<file path="src/rtl/tx_frontend_pkg.sv">
// Shared constants and helpers for the transmit frontend.
// Register offsets, DAC mux codes, datapath widths and the 24-bit clamp.
package tx_frontend_pkg;

    localparam int IN_W       = 24;
    localparam int OUT_W      = 16;
    localparam int CORR_W     = 18;
    localparam int PROD_W     = 2 * CORR_W;
    localparam int PROD_SHIFT = 11;
    localparam int SUM_W      = 26;

    localparam logic [7:0] OFS_DC_I     = 8'd0;
    localparam logic [7:0] OFS_DC_Q     = 8'd1;
    localparam logic [7:0] OFS_MAG      = 8'd2;
    localparam logic [7:0] OFS_PHASE    = 8'd3;
    localparam logic [7:0] OFS_MUX      = 8'd4;
    localparam logic [7:0] OFS_CLIP_CLR = 8'd5;

    // Codes as seen by dac_a; dac_b swaps I and Q before decoding.
    localparam logic [1:0] SEL_I    = 2'd0;
    localparam logic [1:0] SEL_Q    = 2'd1;
    localparam logic [1:0] SEL_ZERO = 2'd2;

    localparam logic signed [SUM_W-1:0] IN_MAX = 26'sh07F_FFFF;
    localparam logic signed [SUM_W-1:0] IN_MIN = -26'sh080_0000;

    function automatic logic ovf_in(input logic signed [SUM_W-1:0] x);
        return (x > IN_MAX) || (x < IN_MIN);
    endfunction

    function automatic logic signed [IN_W-1:0] sat_in(
        input logic signed [SUM_W-1:0] x
    );
        if (x > IN_MAX) begin
            return {1'b0, {(IN_W-1){1'b1}}};
        end else if (x < IN_MIN) begin
            return {1'b1, {(IN_W-1){1'b0}}};
        end
        return x[IN_W-1:0];
    endfunction

endpackage

</file>
<file path="src/rtl/setting_reg.sv">
// Settings-bus register: loads din on a strobe at its own address.
// Clears to AT_RESET on synchronous reset.
module setting_reg #(
    parameter logic [7:0]       MY_ADDR  = 8'd0,
    parameter int               WIDTH    = 32,
    parameter logic [WIDTH-1:0] AT_RESET = '0
) (
    input  logic             clk,
    input  logic             rst,
    input  logic             strobe,
    input  logic [7:0]       addr,
    input  logic [31:0]      din,
    output logic [WIDTH-1:0] dout
);

    logic [WIDTH-1:0] val_q;
    logic [WIDTH-1:0] val_d;
    logic             unused_din;

    assign unused_din = ^din;

    always_comb begin
        val_d = val_q;
        if (strobe && (addr == MY_ADDR)) begin
            val_d = din[WIDTH-1:0];
        end
    end

    always_ff @(posedge clk) begin
        if (rst) begin
            val_q <= AT_RESET;
        end else begin
            val_q <= val_d;
        end
    end

    assign dout = val_q;

endmodule

</file>
<file path="src/rtl/tx_round_sat.sv">
// Registered offset add, round-half-up and saturate to OUT_W bits.
// clip flags the value being loaded this cycle as clamped.
module tx_round_sat
    import tx_frontend_pkg::*;
#(
    parameter int XW = IN_W,
    parameter int YW = OUT_W,
    parameter int SW = SUM_W
) (
    input  logic                 clk,
    input  logic                 rst,
    input  logic signed [XW-1:0] x,
    input  logic signed [XW-1:0] ofs,
    output logic signed [YW-1:0] y,
    output logic                 clip
);

    localparam int SH = XW - YW;
    localparam logic signed [SW-1:0] RND  = SW'(1 << (SH - 1));
    localparam logic signed [SW-1:0] MAXV = SW'((1 << (YW - 1)) - 1);
    localparam logic signed [SW-1:0] MINV = SW'(-(1 << (YW - 1)));

    logic signed [SW-1:0] sum;
    logic signed [SW-1:0] sh;
    logic                 hi;
    logic                 lo;
    logic signed [YW-1:0] y_d;
    logic signed [YW-1:0] y_q;

    always_comb begin
        sum = SW'(x) + SW'(ofs) + RND;
        sh  = sum >>> SH;
        hi  = sh > MAXV;
        lo  = sh < MINV;
        y_d = sh[YW-1:0];
        if (hi) begin
            y_d = {1'b0, {(YW-1){1'b1}}};
        end else if (lo) begin
            y_d = {1'b1, {(YW-1){1'b0}}};
        end
    end

    always_ff @(posedge clk) begin
        if (rst) begin
            y_q <= '0;
        end else begin
            y_q <= y_d;
        end
    end

    assign y    = y_q;
    assign clip = hi | lo;

endmodule

</file>
<file path="src/rtl/tx_frontend.sv">
// TX frontend: run gate, IQ correction, DC offset, round/saturate,
// DAC channel mux and a saturating clip counter; 4-cycle latency.
module tx_frontend
    import tx_frontend_pkg::*;
#(
    parameter logic [7:0] BASE      = 8'd0,
    parameter bit         IQCOMP_EN = 1'b1
) (
    input  logic                    clk,
    input  logic                    rst,
    input  logic                    set_stb,
    input  logic [7:0]              set_addr,
    input  logic [31:0]             set_data,
    input  logic signed [IN_W-1:0]  tx_i,
    input  logic signed [IN_W-1:0]  tx_q,
    input  logic                    run,
    output logic signed [OUT_W-1:0] dac_a,
    output logic signed [OUT_W-1:0] dac_b,
    output logic [31:0]             debug
);

    localparam logic [7:0] A_DC_I  = BASE + OFS_DC_I;
    localparam logic [7:0] A_DC_Q  = BASE + OFS_DC_Q;
    localparam logic [7:0] A_MAG   = BASE + OFS_MAG;
    localparam logic [7:0] A_PHASE = BASE + OFS_PHASE;
    localparam logic [7:0] A_MUX   = BASE + OFS_MUX;
    localparam logic [7:0] A_CLR   = BASE + OFS_CLIP_CLR;

    logic signed [IN_W-1:0]   dc_i;
    logic signed [IN_W-1:0]   dc_q;
    logic signed [CORR_W-1:0] mag_corr;
    logic signed [CORR_W-1:0] phase_corr;
    logic [3:0]               mux;

    setting_reg #(.MY_ADDR(A_DC_I), .WIDTH(IN_W)) u_dc_i (
        .clk(clk), .rst(rst), .strobe(set_stb), .addr(set_addr),
        .din(set_data), .dout(dc_i)
    );
    setting_reg #(.MY_ADDR(A_DC_Q), .WIDTH(IN_W)) u_dc_q (
        .clk(clk), .rst(rst), .strobe(set_stb), .addr(set_addr),
        .din(set_data), .dout(dc_q)
    );
    setting_reg #(.MY_ADDR(A_MAG), .WIDTH(CORR_W)) u_mag (
        .clk(clk), .rst(rst), .strobe(set_stb), .addr(set_addr),
        .din(set_data), .dout(mag_corr)
    );
    setting_reg #(.MY_ADDR(A_PHASE), .WIDTH(CORR_W)) u_phase (
        .clk(clk), .rst(rst), .strobe(set_stb), .addr(set_addr),
        .din(set_data), .dout(phase_corr)
    );
    setting_reg #(.MY_ADDR(A_MUX), .WIDTH(4)) u_mux (
        .clk(clk), .rst(rst), .strobe(set_stb), .addr(set_addr),
        .din(set_data), .dout(mux)
    );

    logic signed [IN_W-1:0]   ri_q, ri_d, rq_q, rq_d;
    logic signed [IN_W-1:0]   ri2_q, rq2_q;
    logic signed [PROD_W-1:0] pm_q, pm_d, pp_q, pp_d;
    logic signed [IN_W-1:0]   ci_q, ci_d, cq_q, cq_d;
    logic signed [CORR_W-1:0] ri_hi;
    logic signed [SUM_W-1:0]  s3_sum_i, s3_sum_q;
    logic                     s3_clip;
    logic [3:0]               sel_q;
    logic [15:0]              clip_cnt_q, clip_cnt_d;
    logic                     clip_clr, clip_evt;
    logic signed [OUT_W-1:0]  oi, oq;
    logic                     s4_clip_i, s4_clip_q;

    always_comb begin
        ri_d  = run ? tx_i : '0;
        rq_d  = run ? tx_q : '0;
        ri_hi = ri_q[IN_W-1:IN_W-CORR_W];
        pm_d  = '0;
        pp_d  = '0;
        if (IQCOMP_EN) begin
            pm_d = PROD_W'(ri_hi) * PROD_W'(mag_corr);
            pp_d = PROD_W'(ri_hi) * PROD_W'(phase_corr);
        end
        s3_sum_i = SUM_W'(ri2_q) + SUM_W'(pm_q >>> PROD_SHIFT);
        s3_sum_q = SUM_W'(rq2_q) + SUM_W'(pp_q >>> PROD_SHIFT);
        ci_d     = sat_in(s3_sum_i);
        cq_d     = sat_in(s3_sum_q);
        s3_clip  = ovf_in(s3_sum_i) | ovf_in(s3_sum_q);
    end

    always_ff @(posedge clk) begin
        if (rst) begin
            ri_q  <= '0;
            rq_q  <= '0;
            ri2_q <= '0;
            rq2_q <= '0;
            pm_q  <= '0;
            pp_q  <= '0;
            ci_q  <= '0;
            cq_q  <= '0;
            sel_q <= '0;
        end else begin
            ri_q  <= ri_d;
            rq_q  <= rq_d;
            ri2_q <= ri_q;
            rq2_q <= rq_q;
            pm_q  <= pm_d;
            pp_q  <= pp_d;
            ci_q  <= ci_d;
            cq_q  <= cq_d;
            sel_q <= mux;
        end
    end

    tx_round_sat u_rs_i (
        .clk(clk), .rst(rst), .x(ci_q), .ofs(dc_i),
        .y(oi), .clip(s4_clip_i)
    );
    tx_round_sat u_rs_q (
        .clk(clk), .rst(rst), .x(cq_q), .ofs(dc_q),
        .y(oq), .clip(s4_clip_q)
    );

    // Select captured with the S4 data, so the mux acts as an S4 register.
    function automatic logic signed [OUT_W-1:0] pick(
        input logic [1:0]              s,
        input logic signed [OUT_W-1:0] i,
        input logic signed [OUT_W-1:0] q
    );
        case (s)
            SEL_I:   return i;
            SEL_Q:   return q;
            default: return '0;
        endcase
    endfunction

    assign dac_a = pick(sel_q[1:0], oi, oq);
    assign dac_b = pick(sel_q[3:2] ^ 2'b01, oi, oq);

    always_comb begin
        clip_clr   = set_stb && (set_addr == A_CLR);
        clip_evt   = s3_clip | s4_clip_i | s4_clip_q;
        clip_cnt_d = clip_cnt_q;
        if (clip_clr) begin
            clip_cnt_d = '0;
        end else if (clip_evt && (clip_cnt_q != 16'hFFFF)) begin
            clip_cnt_d = clip_cnt_q + 16'd1;
        end
    end

    always_ff @(posedge clk) begin
        if (rst) begin
            clip_cnt_q <= '0;
        end else begin
            clip_cnt_q <= clip_cnt_d;
        end
    end

    assign debug = {clip_cnt_q, run, 7'b0, dac_a[15:8]};

endmodule

</file>
<file path="config.mk">
export PLATFORM = sky130hd
export DESIGN_NAME = tx_frontend
export DESIGN_NICKNAME = d
export VERILOG_FILES = /design/src/rtl/tx_frontend_pkg.sv /design/src/rtl/setting_reg.sv /design/src/rtl/tx_round_sat.sv /design/src/rtl/tx_frontend.sv
export SDC_FILE = /design/constraint.sdc
export NUM_CORES = 2
export LEC_CHECK = 0
export BUFFER_PORTS_ARGS = -buffer_cell sky130_fd_sc_hd__buf_2
export CORE_MARGIN = 5
export CORE_UTILIZATION = 65
export CTS_CLUSTER_DIAMETER = 150
export CTS_CLUSTER_SIZE = 12
export DETAILED_ROUTE_END_ITERATION = 12
export PLACE_DENSITY = 0.83
export SLEW_MARGIN = 20
export SYNTH_ARGS = -nofsm -noshare
export SYNTH_HDL_FRONTEND = slang
export SYNTH_SLANG_ARGS = --single-unit
</file>
<file path="constraint.sdc">
create_clock -name clk -period 8.2 [get_ports clk]
set_input_delay 0.82 -clock clk [delete_from_list [all_inputs] [get_ports clk]]
set_output_delay 0.82 -clock clk [all_outputs]
set_load 0.01 [all_outputs]
</file>
==> impl_metrics.json <==
{
  "timing.fmax_mhz": 134,
  "synthArstFlopShare_pct": 0,
  "finalPower_mw": 3.22,
  "post_cts_setup_inserts": 0,
  "finalWeightedCongestion": 0.966,
  "fp.dieW_um": 255,
  "timing.critical_path.required_ns": 8.62,
  "grt_first_pass_wirelength_um": 155000,
  "cts_tree": "yes",
  "clk_pin_slew_worst_paths_ns": 0.09,
  "max_slew.worst_pin.slew_ns": 1.10,
  "main_combinational_cell_family_by_area_after_synthesis": "adder cells",
  "synth-compound-area-share_pct": 8.46,
  "hp-class": "flip-flop to flip-flop",
  "final_min_period_over_clock_period_pct": 90.8,
  "filler_cell_count": 4463,
  "crit-reg2reg-launch": "ri_q[15]",
  "synth.largest_area_cell": "fa_1",
  "worstSetupStartpointType": "flip-flop",
  "antenna-diode-count": 0,
  "synth_flop_cell": "dfxtp_1",
  "synth_adder_area_share_pct": 44.0,
  "overflow": 0,
  "post_synth.cell_area_avg_sq_um": 9.02,
  "p_seq_share_pct": 52.7,
  "maxSlewHeadroom_pct": 26.4,
  "vias_in_the_first_global_route": 30300,
  "setup_repair_after_global_routing_missed_its_margin": "no",
  "post_synth_mux_area_share_pct": 1.02,
  "drtAntennaViolNets": 0,
  "die-area_sq_um": 65100,
  "worstSetupStartpoint": "ri_q[15]",
  "final-max-slew-violation-count": 0,
  "seq_cells_post_synth": 334,
  "detailed_place_hpwl_um": 74500,
  "postCtsResizedCells": 0,
  "leakagePower_nw": 21.3,
  "power_frac_clock_pct": 39.4,
  "power_switching_uw": 809,
  "tritoncts.num_buffers": 31,
  "internal_power_mw": 2.41,
  "min-delay-start": "rq_q[14]",
  "largest_fanout_of_any_net_on_the_critical_path": 37,
  "maxCapViolCount": 0,
  "yosys.area.top_type_share_pct": 33.7,
  "netlist_top_cells_area": "fa_1 34%, dfxtp_1 17%, ha_1 10%",
  "avgViaCountPerCell": 5.72,
  "floorplan.die.height_um": 255,
  "grtUsageTotal_pct": 29.8,
  "buffer_ports.inserted": 140,
  "cts_num_sinks": 334,
  "finalHoldViolCount": 0,
  "syn-instance-count": 4329,
  "clockRootBuffer": "clkbuf_16",
  "antenna_violations_before_repair": 0,
  "syn_area_sq_um": 39100,
  "finalSetupViolCount": 0,
  "wl_um": 95600,
  "vias": 29200,
  "placeableCoreArea_sq_um": 59200,
  "drc": 0,
  "power.ir.vdd_worst_mv": 0.158,
  "worst_setup_path_end_kind": "flip-flop",
  "drtIter0Drc": 2292,
  "crit_arrival_ns": 7.87,
  "finClkSkew_ns": 0.0284,
  "finalSetupTns_ns": 0,
  "fin_nets": 5401,
  "area.growth.synth_to_final_pct": 4.98,
  "grt_start_max_net_pins": 107,
  "drt_pass1_iterations": 6,
  "pwr_density_cell_nw_per_um2": 78.5,
  "layout-drive-gt1-share_pct": 6.03,
  "synthDistinctLibCells": 77,
  "clock_tree.htree_level_count": 1,
  "top_level_ports": 156,
  "clock_tree.buffer_depth": 3,
  "yosys.area_share.xor_xnor_pct": 2.83,
  "yosys.area_share.simple_pct": 17.0,
  "status": "completed",
  "pwr-share-comb_pct": 7.9,
  "period_minus_slack_ns": 7.45,
  "number_of_synthesized_flops_with_an_enable_pin": 0,
  "ys_seq_area_share_pct": 17.1,
  "worst_path_class_setup": "flip-flop to flip-flop",
  "insertion_delay_ns": 0.58,
  "cts-hold-fix-buffers": 0,
  "routed_wire_length_per_instance_um": 18.7,
  "synthesis.yosys.warnings": 0,
  "netSwitchingFraction_pct": 25.1,
  "floorplan.initialDensity_pct": 65.9,
  "num_rows": 89
}
area by class of cell:
cell class / instances / area [sq um] / share of cell area [%]
timing repair buffer: 184 / 1050 / 2.56
inverter: 762 / 2860 / 6.98
sequential: 334 / 6690 / 16.3
multi-input combinational: 3019 / 28600 / 69.9
clock buffer: 32 / 790 / 1.93
tap: 773 / 967 / 2.36
worst max-delay path: stages (launching register included):
cell,delay (ns)
dfxtp_2,1.06
nand2_1,0.18
fa_1,0.53
fa_1,0.49
fa_1,0.55
inv_1,0.06
fa_1,0.44
fa_1,0.51
inv_1,0.05
fa_1,0.48
inv_1,0.04
ha_1,0.33
a21o_1,0.17
a21oi_1,0.19
o211ai_1,0.13
o211a_1,0.28
o31ai_1,0.50
o21ai_0,0.32
a41oi_1,0.43
nor2_1,0.13
a21bo_2,0.22
xnor2_1,0.14
nor2_1,0.06
layer usage:
metal / track usage [%] / vias up / part of all wire, %
li1: - / 13300 / -
met1: 39.6 / 14300 / 39
met2: 49.1 / 1286 / 47
met3: 4.83 / 295 / 8.7
met4: 12.9 / 0 / 5.3
met5: 0 / - / 0
through the flow:
stage          hold slack (ns)  std cells  utilization [%]  instance area, sq um  setup WS (ns)
3_3_place_gp             0.418       5071             67.8                 40200           1.09
4_1_cts                  0.414       5103             69.2                 41000          0.843
3_5_place_dp             0.424       5071             67.8                 40200          0.861
6_report                 0.419       5104             69.2                 41000          0.752
5_1_grt                  0.430       5104             69.2                 41000          0.454
2_1_floorplan            0.414       4335                -                 39100           1.75
registers in the layout, summed over array words and instances, names as in the netlist:
register      count
ci_q             24
clip_cnt_q       16
cq_q             24
pm_q             25
pp_q             25
ri2_q            24
ri_q             24
rq2_q            24
rq_q             24
sel_q             4
u_dc_i.dout      24
u_dc_q.dout      24
u_mag.dout       18
u_mux.dout        4
u_phase.dout     18
u_rs_i.y         16
u_rs_q.y         16
Yosys cell counts (12+ instances only):
cell / count
buf_1: 12
nor3_1: 30
o31ai_1: 12
o21a_1: 22
and2_1: 375
a211oi_1: 16
or3_1: 13
fa_1: 658
xnor2_1: 76
o211ai_1: 19
buf_4: 16
a21o_1: 78
nand2b_1: 21
nand2_1: 549
o21bai_1: 15
nand4_1: 16
xor2_1: 50
mux2i_1: 36
and3_1: 25
nor2_1: 161
nand3_1: 34
inv_1: 762
a21oi_1: 222
nor2b_1: 74
o21ai_0: 70
clkbuf_1: 189
ha_1: 319
dfxtp_1: 334
cell families after synthesis:
group,count (synthesis)
other cells,1
flops,334
mux,39
simple gates,1345
xor+xnor,126
buf+inv,982
fa+ha+maj,977
compound gates,525
power by group through the flow:
stage               Combinational (mW)  Sequential [mW]  Clock, mW
floorplan                        0.161             1.70          0
global placement                 0.242             1.73          0
detailed placement               0.246             1.73          0
CTS                              0.249             1.69       1.29
global route                     0.275             1.70       1.34
finish                           0.256             1.70       1.27
layout by cell type, fill, tap and decap left out, drive strengths merged, types with 7 or more instances in the layout:
| cell type | netlist | layout |
|---|---|---|
| inv | 762 | 762 |
| fa | 658 | 658 |
| nand2 | 549 | 549 |
| and2 | 375 | 375 |
| dfxtp | 334 | 334 |
| ha | 319 | 319 |
| a21oi | 223 | 223 |
| buf | 30 | 184 |
| nor2 | 162 | 162 |
| a21o | 78 | 78 |
| xnor2 | 76 | 76 |
| o21ai | 76 | 76 |
| nor2b | 74 | 74 |
| xor2 | 50 | 50 |
| mux2i | 36 | 36 |
| nand3 | 34 | 34 |
| clkbuf | 190 | 32 |
| nor3 | 30 | 30 |
| and3 | 26 | 26 |
| o21a | 22 | 22 |
| nand2b | 21 | 21 |
| o211ai | 19 | 19 |
| a211oi | 17 | 17 |
| nand4 | 16 | 16 |
| or3 | 16 | 16 |
| o21bai | 15 | 15 |
| or4 | 13 | 13 |
| o31ai | 12 | 12 |
| a31oi | 11 | 11 |
| or2 | 10 | 10 |
| a211o | 8 | 8 |
| conb | 1 | 7 |
| nor4 | 7 | 7 |
path summary, 6_finish.rpt:
| path | to | slack [ns] | depth (start not counted) |
|---|---|---|---|
| worst max-delay path | pp_q[35] | 0.75 | 22 |
| worst min-delay path | rq2_q[14] | 0.42 | 1 |
| worst max register to register | pp_q[35] | 0.75 | 22 |
| worst min register to register | rq2_q[14] | 0.42 | 1 |
No activity file was read; power rests on OpenSTA's default activity.
